`config.mk`:
```
export PLATFORM = sky130hd
export DESIGN_NAME = tick_rate_ctrl_flat
export DESIGN_NICKNAME = d
export VERILOG_FILES = /design/src/rtl/tick_rate_ctrl_if.sv /design/src/rtl/tick_rate_ctrl.sv /design/src/flat_wrapper.sv
export SDC_FILE = /design/constraint.sdc
export NUM_CORES = 1
export LEC_CHECK = 0
export ABC_AREA = 1
export CAP_MARGIN = 10
export CORE_ASPECT_RATIO = 1.75
export CORE_MARGIN = 1.5
export CORE_UTILIZATION = 25
export CTS_BUF_LIST = sky130_fd_sc_hd__clkbuf_4
export DETAILED_ROUTE_END_ITERATION = 16
export GPL_ROUTABILITY_DRIVEN = 0
export SYNTH_ARGS = -nofsm -noshare
export SYNTH_HDL_FRONTEND = slang
export SYNTH_SLANG_ARGS = --single-unit
```
`constraint.sdc`:
```
create_clock -name clock_in -period 2.9 [get_ports clock_in]
set_input_delay 0.435 -clock clock_in [delete_from_list [all_inputs] [get_ports clock_in]]
set_output_delay 0.435 -clock clock_in [all_outputs]
set_load 0.05 [all_outputs]
```
`src/rtl/tick_rate_ctrl_if.sv`:
```
// Control/status bundle for tick_rate_ctrl: rate request/acknowledge, pause/step, and tick outputs.
// rate_req and step are one-cycle pulses. rate_ack pulses once when the pending rate becomes active.
interface tick_rate_ctrl_if;
  logic [1:0] rate_sel;
  logic       rate_req;
  logic       rate_ack;
  logic       pause;
  logic       step;
  logic       tick;
  logic       clock_out;
  logic [1:0] cur_rate;
  logic       running;
  logic [1:0] dbg_state;

  modport master (
    output rate_sel, rate_req, pause, step,
    input  rate_ack, tick, clock_out, cur_rate, running, dbg_state
  );

  modport slave (
    input  rate_sel, rate_req, pause, step,
    output rate_ack, tick, clock_out, cur_rate, running, dbg_state
  );
endinterface

```
`src/rtl/tick_rate_ctrl.sv`:
```
// Programmable game-tick generator: four selectable periods, pause, single-step, and
// rate changes that only land on a period boundary so no period is ever truncated.
module tick_rate_ctrl #(
  parameter int unsigned      CNT_W    = 25,
  parameter logic [CNT_W-1:0] DIV0     = 25'd20000000,
  parameter logic [CNT_W-1:0] DIV1     = 25'd10000000,
  parameter logic [CNT_W-1:0] DIV2     = 25'd5000000,
  parameter logic [CNT_W-1:0] DIV3     = 25'd2500000,
  parameter logic [1:0]       INIT_SEL = 2'd2
) (
  input  logic             clock_in,
  input  logic             reset_n,
  tick_rate_ctrl_if.slave  bus
);

  localparam logic [1:0]       ST_RUN   = 2'd0;
  localparam logic [1:0]       ST_PAUSE = 2'd1;
  localparam logic [1:0]       ST_STEP  = 2'd2;
  localparam logic [CNT_W-1:0] ONE      = {{(CNT_W-1){1'b0}}, 1'b1};

  logic [1:0]       state_q, state_d;
  logic [CNT_W-1:0] cnt_q, cnt_d;
  logic [1:0]       cur_rate_q, cur_rate_d;
  logic [1:0]       pend_sel_q, pend_sel_d;
  logic             pend_valid_q, pend_valid_d;
  logic             tick_q, tick_d;
  logic             ack_q, ack_d;
  logic             clk_out_q, clk_out_d;

  logic [CNT_W-1:0] div;
  logic [CNT_W-1:0] div_last;
  logic [CNT_W-1:0] div_half;
  logic             wrap;
  logic             apply;

  always_comb begin
    case (cur_rate_q)
      2'd0:    div = DIV0;
      2'd1:    div = DIV1;
      2'd2:    div = DIV2;
      default: div = DIV3;
    endcase
  end

  assign div_last = div - ONE;
  assign div_half = div >> 1;
  assign wrap     = (cnt_q == div_last);

  always_comb begin
    state_d      = state_q;
    cnt_d        = cnt_q;
    cur_rate_d   = cur_rate_q;
    pend_sel_d   = pend_sel_q;
    pend_valid_d = pend_valid_q;
    tick_d       = 1'b0;
    ack_d        = 1'b0;
    clk_out_d    = 1'b0;
    apply        = 1'b0;

    case (state_q)
      ST_RUN: begin
        // Pause wins over a wrap on the same edge: no tick, no rate change.
        if (bus.pause) begin
          state_d = ST_PAUSE;
          cnt_d   = '0;
        end else begin
          clk_out_d = (cnt_q < div_half);
          if (wrap) begin
            cnt_d  = '0;
            tick_d = 1'b1;
            apply  = pend_valid_q;
          end else begin
            cnt_d = cnt_q + ONE;
          end
        end
      end

      ST_STEP: begin
        clk_out_d = (cnt_q < div_half);
        if (wrap) begin
          cnt_d   = '0;
          tick_d  = 1'b1;
          apply   = pend_valid_q;
          state_d = bus.pause ? ST_PAUSE : ST_RUN;
        end else begin
          cnt_d = cnt_q + ONE;
          if (!bus.pause) state_d = ST_RUN;
        end
      end

      ST_PAUSE: begin
        cnt_d = '0;
        apply = pend_valid_q;
        if (!bus.pause)    state_d = ST_RUN;
        else if (bus.step) state_d = ST_STEP;
      end

      default: begin
        state_d = ST_RUN;
        cnt_d   = '0;
      end
    endcase

    if (apply) begin
      cur_rate_d   = pend_sel_q;
      pend_valid_d = 1'b0;
      ack_d        = 1'b1;
    end
    // A request landing on the apply edge stays pending for the next boundary.
    if (bus.rate_req) begin
      pend_sel_d   = bus.rate_sel;
      pend_valid_d = 1'b1;
    end
  end

  always_ff @(posedge clock_in or negedge reset_n) begin
    if (!reset_n) begin
      state_q      <= ST_RUN;
      cnt_q        <= '0;
      cur_rate_q   <= INIT_SEL;
      pend_sel_q   <= INIT_SEL;
      pend_valid_q <= 1'b0;
      tick_q       <= 1'b0;
      ack_q        <= 1'b0;
      clk_out_q    <= 1'b0;
    end else begin
      state_q      <= state_d;
      cnt_q        <= cnt_d;
      cur_rate_q   <= cur_rate_d;
      pend_sel_q   <= pend_sel_d;
      pend_valid_q <= pend_valid_d;
      tick_q       <= tick_d;
      ack_q        <= ack_d;
      clk_out_q    <= clk_out_d;
    end
  end

  assign bus.tick      = tick_q;
  assign bus.rate_ack  = ack_q;
  assign bus.clock_out = clk_out_q;
  assign bus.cur_rate  = cur_rate_q;
  assign bus.running   = (state_q != ST_PAUSE);
  assign bus.dbg_state = state_q;

endmodule
```
`src/flat_wrapper.sv`:
```
// flat-port wrapper written by rule: the top's interface ports become plain ports
module tick_rate_ctrl_flat 
#(
  parameter int unsigned      CNT_W    = 25,
  parameter logic [CNT_W-1:0] DIV0     = 25'd20000000,
  parameter logic [CNT_W-1:0] DIV1     = 25'd10000000,
  parameter logic [CNT_W-1:0] DIV2     = 25'd5000000,
  parameter logic [CNT_W-1:0] DIV3     = 25'd2500000,
  parameter logic [1:0]       INIT_SEL = 2'd2
)
  (clock_in, reset_n, bus_rate_sel, bus_rate_req, bus_pause, bus_step, bus_rate_ack, bus_tick, bus_clock_out, bus_cur_rate, bus_running, bus_dbg_state);
  tick_rate_ctrl_if bus_i ();
  input  logic clock_in;
  input  logic reset_n;
  input wire logic [$bits(bus_i.rate_sel)-1:0] bus_rate_sel;
  input wire logic [$bits(bus_i.rate_req)-1:0] bus_rate_req;
  input wire logic [$bits(bus_i.pause)-1:0] bus_pause;
  input wire logic [$bits(bus_i.step)-1:0] bus_step;
  output wire logic [$bits(bus_i.rate_ack)-1:0] bus_rate_ack;
  output wire logic [$bits(bus_i.tick)-1:0] bus_tick;
  output wire logic [$bits(bus_i.clock_out)-1:0] bus_clock_out;
  output wire logic [$bits(bus_i.cur_rate)-1:0] bus_cur_rate;
  output wire logic [$bits(bus_i.running)-1:0] bus_running;
  output wire logic [$bits(bus_i.dbg_state)-1:0] bus_dbg_state;
  assign bus_i.rate_sel = bus_rate_sel;
  assign bus_i.rate_req = bus_rate_req;
  assign bus_i.pause = bus_pause;
  assign bus_i.step = bus_step;
  assign bus_rate_ack = bus_i.rate_ack;
  assign bus_tick = bus_i.tick;
  assign bus_clock_out = bus_i.clock_out;
  assign bus_cur_rate = bus_i.cur_rate;
  assign bus_running = bus_i.running;
  assign bus_dbg_state = bus_i.dbg_state;
  tick_rate_ctrl #(.CNT_W(CNT_W), .DIV0(DIV0), .DIV1(DIV1), .DIV2(DIV2), .DIV3(DIV3), .INIT_SEL(INIT_SEL)) u_core (.clock_in(clock_in), .reset_n(reset_n), .bus(bus_i));
endmodule
```
# Word-level counts from Yosys, hierarchy flattened
# Index checks and enable logic that the tools add are counted.
[word_totals]
output_inout_bits = 8
reg_bits = 35
wordCells = 46
input_bits = 7
[op_classes]
n_mux = 22
n_reduce_logical = 4
n_eq_ne = 9
n_lt_le_gt_ge = 1
n_addsub = 2
[ops]
columns = ["cell", "n"]
rows = [
  ["$pmux W25 S3", 1],
  ["$mux W25", 2],
  ["$pmux W25 S2", 1],
  ["$add A25 B1 Y25 const B", 1],
  ["$eq A25 B25 Y1", 1],
  ["$lt A25 B24 Y1", 1],
  ["$sub A25 B1 Y25 const B", 1],
  ["$mux W2", 5],
  ["$mux W1", 9],
  ["$pmux W2 S3", 1],
  ["$eq A2 B1 Y1 const B", 2],
  ["$eq A2 B2 Y1 const B", 2],
  ["$logic_not A2 Y1", 2],
  ["$pmux W1 S2", 2],
  ["$ne A3 B2 Y1 const B", 1],
  ["$ne A3 B3 Y1 const B", 1],
  ["$pmux W1 S3", 1],
  ["$reduce_and A3 Y1", 1],
  ["$ne A2 B1 Y1 const B", 1],
  ["$ne A2 B2 Y1 const B", 1],
  ["$reduce_bool A2 Y1", 1],
]

# Depth between registers and ports, before layout
# Gate-level depths: netlist (run 1).
[depth]
depth_word = 9
mapped_depth = 14

# Worst setup path after synthesis (run 1)
# OpenSTA, ideal clock, no wires.
[synth_timing]
path_type = "register -> register"
start = "register u_core.cur_rate_q[0] (netlist: u_core.bus.cur_rate[0])"
end = "register u_core.cur_rate_q[0] (netlist: u_core.bus.cur_rate[0])"
arrival_time_ns = 2.291
path_buffers = 0
path_stages_with_launch = 15
path_slack_ns = 0.488
setup_time_ns = 0.120
path_cell_list = "dfrtp_1 > inv_1 > ha_1 > inv_1 > nand2_1 > nand2_1 > nand2_1 > nor2_1 > nand2_1 > nor2_2 > nand3_1 > nand2_1 > nand2_2 > nand2_1 > nand2_1"
[synth_between]
elab_chain_cells = 7
elab_cells_between_ends = 9
[synth_lines]
columns = ["element", "line", "source"]
rows = [
  ["from (decl)", "tick_rate_ctrl.sv:23", "logic [1:0] cur_rate_q, cur_rate_d;"],
  ["from (signal assigned)", "tick_rate_ctrl.sv:129", "cur_rate_q <= cur_rate_d;"],
  ["$eq A2 B2 Y1 (tied with other cells)", "tick_rate_ctrl.sv:37", "case (cur_rate_q)"],
  ["$pmux W25 S3 *", "tick_rate_ctrl.sv:37", ""],
  ["$sub A25 B1 Y25 *", "tick_rate_ctrl.sv:45", "assign div_last = div - ONE;"],
  ["$eq A25 B25 Y1 *", "tick_rate_ctrl.sv:47", "assign wrap = (cnt_q == div_last);"],
  ["$mux W1 *", "tick_rate_ctrl.sv:68, tick_rate_ctrl.sv:80", ""],
  ["$mux W1", "tick_rate_ctrl.sv:63", "if (bus.pause) begin"],
  ["$pmux W1 S3 *", "tick_rate_ctrl.sv:60", "case (state_q)"],
]
# Mark *: on every way between the ends. The rest lies on a longest branch, timed or not.
# A chain may end at the register's enable or synchronous reset.

# Worst setup path after layout (run 1)
[layout_timing]
start = "register u_core.cur_rate_q[1] (netlist: u_core.bus.cur_rate[1])"
end = "register u_core.cnt_q[17]"
[layout_between]
elab_chain_cells = 7
elab_cells_between_ends = 9
[layout_lines]
columns = ["element", "line", "source"]
rows = [
  ["$eq A2 B2 Y1 (tied with other cells)", "tick_rate_ctrl.sv:37", ""],
  ["$pmux W25 S3 *", "tick_rate_ctrl.sv:37", ""],
  ["$sub A25 B1 Y25 *", "tick_rate_ctrl.sv:45", ""],
  ["$eq A25 B25 Y1 *", "tick_rate_ctrl.sv:47", ""],
  ["$mux W25 *", "tick_rate_ctrl.sv:68, tick_rate_ctrl.sv:80", ""],
  ["$mux W25", "tick_rate_ctrl.sv:63", ""],
  ["$pmux W25 S2 *", "tick_rate_ctrl.sv:60", ""],
  ["via u_core.cnt_d[17]", "tick_rate_ctrl.sv:22", "logic [CNT_W-1:0] cnt_q, cnt_d;"],
  ["to (signal assigned)", "tick_rate_ctrl.sv:128", "cnt_q <= cnt_d;"],
  ["to (decl)", "tick_rate_ctrl.sv:22", ""],
]
# Mark *: on every way through the listed nets, which the timed path passes. The rest lies on a longest branch.

==> flow_summary_export.csv, run 1 <==
group,metric,value,unit
timing,setup_ws,462,ps
synth,ys_ff_latch,35,
critical_path,reg2reg_from,"u_core.bus.cur_rate[1]$_DFFE_PN1P_",
timing,whs,141,ps
outcome,status,"completed",
global_routing,use_met2,0.261,
floorplanning,die_h,140,um
critical_path,required,3160,ps
place,place_area,0.00293,mm^2
clock_tree,clkLatencyLatePin,360,ps
pwr,p_total,1.98,mW
route,drc_errors,0,
route,vias_per_cell,4.78,
route,vias,2425,
global_routing,antenna_found_initial,1,
critical_path,cp.arrival,2700,ps
clock_tree,path_clk_slew,110,ps
floorplanning,fp.dieW,81.1,um
final_layout,drive_above_1_share,0.106,
critical_path,worst_setup_path_start_kind,"register",
global_routing,grt_max_degree,36,
synth,synthFlopType,"dfrtp_1",
critical_path,worstSetupPathType,"reg2reg",
global_routing,grt_usage,0.144,
route,drtIter0Drc,89,
global_routing,grt_busiest_layer,"met2",
timing,worstMarginPinSlew,783,ps
timing,final_max_slew_viol_count,0,
pwr,p_per_area,663,mW/mm^2
global_routing,grt_pass1_vias,2570,
synth,synth_fp_nets,394,
synth,synth.distinct_cells,37,
route,dr.pass1.iters,4,
final_layout,stdcell_count,507,
critical_path,crit_start,"u_core.bus.cur_rate[1]$_DFFE_PN1P_",
place,place_inst,498,
synth,seq_area_frac_synth,0.329,
clock_tree,postCtsSetupBuffers,0,
final_layout,fin_util,0.291,
timing,fmax,410,MHz
place,place_ws,449,ps
timing,finalCriticalPeriod,2440,ps
floorplanning,start_util,0.259,
pwr,ir_drop,0.323,mV
synth,avgSynthCellArea,7.41,um^2
floorplanning,coreArea,0.0103,mm^2
floorplanning,rows,49,
clock_tree,cts.sinks,35,
global_routing,met3_usage,0.0170,
clock_tree,cts.hold.buffers_added,0,
floorplanning,dieArea,0.0113,mm^2
final_layout,fin_area,0.00299,mm^2
route,ant_nets,0,
timing,finalSetupViolations,0,
clock_tree,cts-htree-levels,2,
pwr,p_leak,1.41,nW
flow_run,cap_viol_max_count,0,
timing,fin_crit_sh,0.841,
synth,yosys_warnings,0,
place,dp.final_hpwl,6.06,mm
clock_tree,cts_tree,"yes",
timing,finClkSkew,10.5,ps
critical_path,endpoint_kind,"register",
floorplanning,ioPinCount,15,
route,wirelength,7.51,mm
global_routing,grt.overflow.total,0,
clock_tree,cts_buffer_depth,2,
timing,grt_setup_unrepaired,"false",
synth,netlist_area,0.00267,mm^2
worst_hold_path,hp-class,"in2async",
route,wire_per_inst,14.8,um
clock_tree,cts_resized,0,
synth,netlist_instances,360,
timing,final.setup.tns,0,ps
global_routing,use_met1,0.127,
place,port_buffers,14,
global_routing,grt_pass1_wl,12.2,mm
clock_tree,cts_root_buf,"clkbuf_4",
final_layout,final_nets,412,
final_layout,area_growth,12.2,%
timing,maxSlewHeadroom,0.478,
synth,synth-async-reset-ratio,1.00,
clock_tree,cts-buffers-inserted,5,
critical_path,cp_max_fo,25,
synth,synth_edf_count,0,
timing,hold_viol_final,0,
## kinds of logic after synthesis
| group | synth area share |
|---|---|
| simple gates | 0.369 |
| buf+inv | 0.0737 |
| flops | 0.329 |
| compound gates | 0.0615 |
| fa+ha+maj | 0.127 |
| xor+xnor | 0.0394 |
## final cells by class
class / instances / area, um^2
Antenna cell: 1 / 2.50
Timing Repair Buffer: 14 / 135
Sequential cell: 35 / 878
Clock buffer: 7 / 52.6
Inverter: 45 / 169
Multi-Input combinational cell: 277 / 1590
Tap cell: 127 / 159
Clock inverter: 1 / 5.00
Fill cell: 1150 / 7310
## power by group
part / leakage, nW / switching (mW) / internal [mW]
Sequential: 0.468 / 0.0651 / 0.553
Clock: 0.0361 / 0.167 / 0.113
Combinational: 0.904 / 0.739 / 0.347
Total: 1.41 / 0.972 / 1.01
## worst paths after layout
kind / endpoint / slack (ps) / cells past startpoint
worst max-delay path: u_core.cnt_q[17]$_DFF_PN0_ / 460 / 13
worst min-delay path: u_core.cnt_q[10]$_DFF_PN0_ / 140 / 1
worst max register to register: u_core.cnt_q[17]$_DFF_PN0_ / 460 / 13
worst min register to register: u_core.pend_sel_q[1]$_DFFE_PN1P_ / 470 / 2
max in group asynchronous: u_core.bus.cur_rate[0]$_DFFE_PN0P_ / 2250 / 1
min in group clock_in: u_core.pend_sel_q[1]$_DFFE_PN1P_ / 470 / 2
## state kept, by name, summed over array words and instances (netlist names)
name                  cells
u_core.pend_sel_q         2
u_core.bus.clock_out      1
u_core.bus.cur_rate       2
u_core.pend_valid_q       1
u_core.bus.dbg_state      2
u_core.bus.rate_ack       1
u_core.cnt_q             25
u_core.bus.tick           1
## cells in the mapped netlist (2+ instances only)
cell,number,share of area
a21oi_1,15,0.028
buf_6,2,0.0084
dfrtp_1,33,0.31
dfstp_2,2,0.020
ha_1,27,0.13
inv_1,42,0.059
inv_2,3,0.0042
nand2_1,99,0.14
nand2_2,3,0.0070
nand3_1,17,0.032
nand3_2,4,0.015
nand4_1,3,0.0070
nand4_2,2,0.0094
nor2_1,49,0.069
nor2_2,6,0.014
nor3_1,9,0.017
nor3_2,6,0.023
nor3b_1,2,0.0056
nor4_1,2,0.0047
o21a_1,2,0.0056
o21ai_0,6,0.011
xor2_1,11,0.036
## layer usage
metal	up-vias	routed length (um)
met5	-	0
met4	0	726
met3	41	231
met2	69	4070
met1	1125	2480
li1	1190	-
## worst max-delay path, stage by stage (launching register included)
cell and delay, ps:
dfstp_2 600, inv_1 110, ha_1 370, inv_1 180, nand2_1 70, nand2_1 70, nand2_1 40, nor2_1 80
nand2_1 70, nor2_2 150, nand2_2 110, nand2_4 270, nor2_1 80, and2_1 140
## cells in the final DEF (no fill, tap or decap), types with 2 or more instances in the layout
| master | instances |
|---|---|
| nand4_2 | 2 |
| nor4_1 | 2 |
| inv_2 | 3 |
| nand2_1 | 99 |
| ha_1 | 27 |
| o21a_1 | 2 |
| nand3_2 | 4 |
| nor3b_1 | 2 |
| dfstp_2 | 2 |
| nor2_2 | 6 |
| a21oi_1 | 15 |
| clkbuf_4 | 7 |
| xor2_1 | 11 |
| nor3_1 | 9 |
| clkdlybuf4s50_1 | 13 |
| nor3_2 | 6 |
| dfrtp_1 | 33 |
| o21ai_0 | 6 |
| inv_1 | 42 |
| nor2_1 | 49 |
| nand2_2 | 3 |
| nand3_1 | 17 |
| nand4_1 | 3 |
Note: power is estimated with default switching activity, not from simulation.
==> run 2, diff against run 1 <==
==> constraint.sdc (replaced) <==
create_clock -name clock_in -period 2.1 [get_ports clock_in]
set_input_delay 0.315 -clock clock_in [delete_from_list [all_inputs] [get_ports clock_in]]
set_output_delay 0.315 -clock clock_in [all_outputs]
set_load 0.05 [all_outputs]
==> flow_summary_export.csv, run 2 (same netlist as run 1, synthesis figures left out) <==
group,metric,value,unit
floorplanning,die_h,140,um
final_layout,final_cell_mix,"nand2_1 (90), nor2_1 (48), inv_1 (38)",
route,ant_nets,0,
clock_tree,cts_buffer_depth,2,
timing,finalSetupViolations,28,
critical_path,cp_max_fo,10,
critical_path,reg2reg_to,"u_core.cnt_q[8]$_DFF_PN0_",
global_routing,antenna_found_initial,1,
outcome,violations,"negative setup slack",
route,wire_per_inst,14.9,um
final_layout,top_register,"u_core.cnt_q",
route,dr.pass1.iters,4,
floorplanning,start_util,0.259,
global_routing,grt_pass1_wl,12.9,mm
global_routing,grt_pass1_vias,2623,
critical_path,required,2340,ps
timing,hold_viol_final,0,
critical_path,endpoint_kind,"register",
final_layout,final_nets,443,
final_layout,final_common_cell,"nand2_1",
clock_tree,cts_root_buf,"clkbuf_4",
clock_tree,cts_tree,"yes",
place,place_inst,525,
critical_path,worstSetupPathType,"reg2reg",
global_routing,grt.overflow.total,0,
critical_path,r2r_cells,13,
timing,finClkSkew,15.9,ps
worst_hold_path,hp-class,"in2async",
final_layout,drive_above_1_share,0.249,
clock_tree,cts-htree-levels,2,
place,dp.final_hpwl,6.28,mm
place,port_buffers,14,
clock_tree,cts.sinks,35,
clock_tree,path_clk_slew,130,ps
global_routing,grt_max_degree,36,
timing,worstMarginPinSlew,802,ps
clock_tree,cts.hold.buffers_added,0,
floorplanning,dieArea,0.0113,mm^2
floorplanning,ioPinCount,15,
outcome,status,"finished, violations left",
floorplanning,fp.dieW,81.1,um
critical_path,cp.arrival,2420,ps
floorplanning,coreArea,0.0103,mm^2
route,vias,2582,
timing,setup_ws,-80.0,ps
route,vias_per_cell,4.80,
final_layout,stdcell_count,538,
route,drc_errors,0,
timing,final_max_slew_viol_count,0,
final_layout,largest_reg_flops,25,
timing,grt_setup_unrepaired,"true",
route,wirelength,8.04,mm
final_layout,area_growth,29.8,%
final_layout,fin_area,0.00346,mm^2
timing,fmax,459,MHz
pwr,p_leak,1.60,nW
clock_tree,cts-buffers-inserted,5,
floorplanning,rows,49,
critical_path,reg2reg_from,"u_core.bus.cur_rate[1]$_DFFE_PN1P_",
place,place_area,0.00317,mm^2
timing,maxSlewHeadroom,0.465,
timing,finalCriticalPeriod,2180,ps
global_routing,grt_usage,0.152,
critical_path,ff2ff_setup_slack,-80,ps
flow_run,cap_viol_max_count,0,
route,drtIter0Drc,162,
clock_tree,clkLatencyLatePin,360,ps
timing,fin_crit_sh,1.04,
pwr,p_per_area,1000,mW/mm^2
critical_path,worst_setup_path_start_kind,"register",
pwr,ir_drop,0.461,mV
## run 2: changes by cell type in the layout (fill, tap and decap cells not counted), moves of 5 or more
cell,delta
buf_4,+28
ha_1,-7
ha_4,+5
nand2_1,-9
nand2_2,+6
## run 2: worst max-delay path: stages (launching register included)
cell	delay, ps
dfstp_4	670
inv_4	60
ha_4	260
inv_4	80
nand2_2	50
nand2_2	70
nand2_2	70
nor2_4	130
nand2_2	80
nor2_4	190
nand2_4	100
nand2_8	130
buf_4	140
nor3_2	40
## run 2: worst max path at each step
| stage | slack [ps] | from | end | depth (start not counted) |
|---|---|---|---|---|
| after floorplan | 10 | u_core.bus.cur_rate[1]$_DFFE_PN1P_ | u_core.bus.cur_rate[0]$_DFFE_PN0P_ | 14 |
| after global placement | -180 | u_core.bus.cur_rate[1]$_DFFE_PN1P_ | u_core.pend_valid_q$_DFFE_PN0P_ | 14 |
| after detailed placement | -210 | u_core.bus.cur_rate[1]$_DFFE_PN1P_ | u_core.pend_valid_q$_DFFE_PN0P_ | 14 |
| after CTS | -20 | u_core.bus.cur_rate[1]$_DFFE_PN1P_ | u_core.bus.dbg_state[0]$_DFFE_PN0P_ | 13 |
| final | -80 | u_core.bus.cur_rate[1]$_DFFE_PN1P_ | u_core.cnt_q[8]$_DFF_PN0_ | 13 |
| after global routing | -150 | u_core.bus.cur_rate[1]$_DFFE_PN1P_ | u_core.bus.dbg_state[0]$_DFFE_PN0P_ | 13 |
## run 2: metrics by stage
step / TNS (ps) / util / setup slack (ps) / total power [mW] / hold slack, ps
6_report: -1470 / 0.336 / -80.0 / 3.48 / 18.6
5_1_grt: -3720 / 0.336 / -155 / 3.76 / 72.9
4_1_cts: -48.1 / 0.320 / -19.2 / 3.27 / 43.3
3_5_place_dp: -3850 / 0.307 / -211 / 2.71 / 450
3_3_place_gp: -3130 / 0.307 / -184 / 2.67 / 439
2_1_floorplan: 0 / - / 14.4 / 2.00 / 19.4
## run 2: layout make-up
| type | count | area (um^2) |
|---|---|---|
| antenna | 1 | 2.50 |
| clock buffer | 5 | 37.5 |
| clock inverter | 3 | 43.8 |
| fill | 1096 | 6840 |
| inverter | 45 | 178 |
| multi-input combinational | 277 | 1770 |
| sequential | 35 | 883 |
| tap | 127 | 159 |
| timing repair buffer | 45 | 392 |
## run 2: repair_timing
action	CTS	global route
pin swaps	1	22
setup endpoints to repair	32	33
gates resized for setup	12	31
setup buffers	1	5
## run 2: report_power, final
part | switching (mW) | internal [mW]
sequential | 0.0917 | 0.772
clock | 0.247 | 0.250
combinational | 1.22 | 0.894
total | 1.56 | 1.92
## run 2: metal layers
layer	track usage	part of all wire	up-vias
met1	0.140	0.34	1233
met3	0.0203	0.022	34
met2	0.275	0.56	63
met4	0.138	0.082	0
met5	0	0	-
li1	-	-	1252
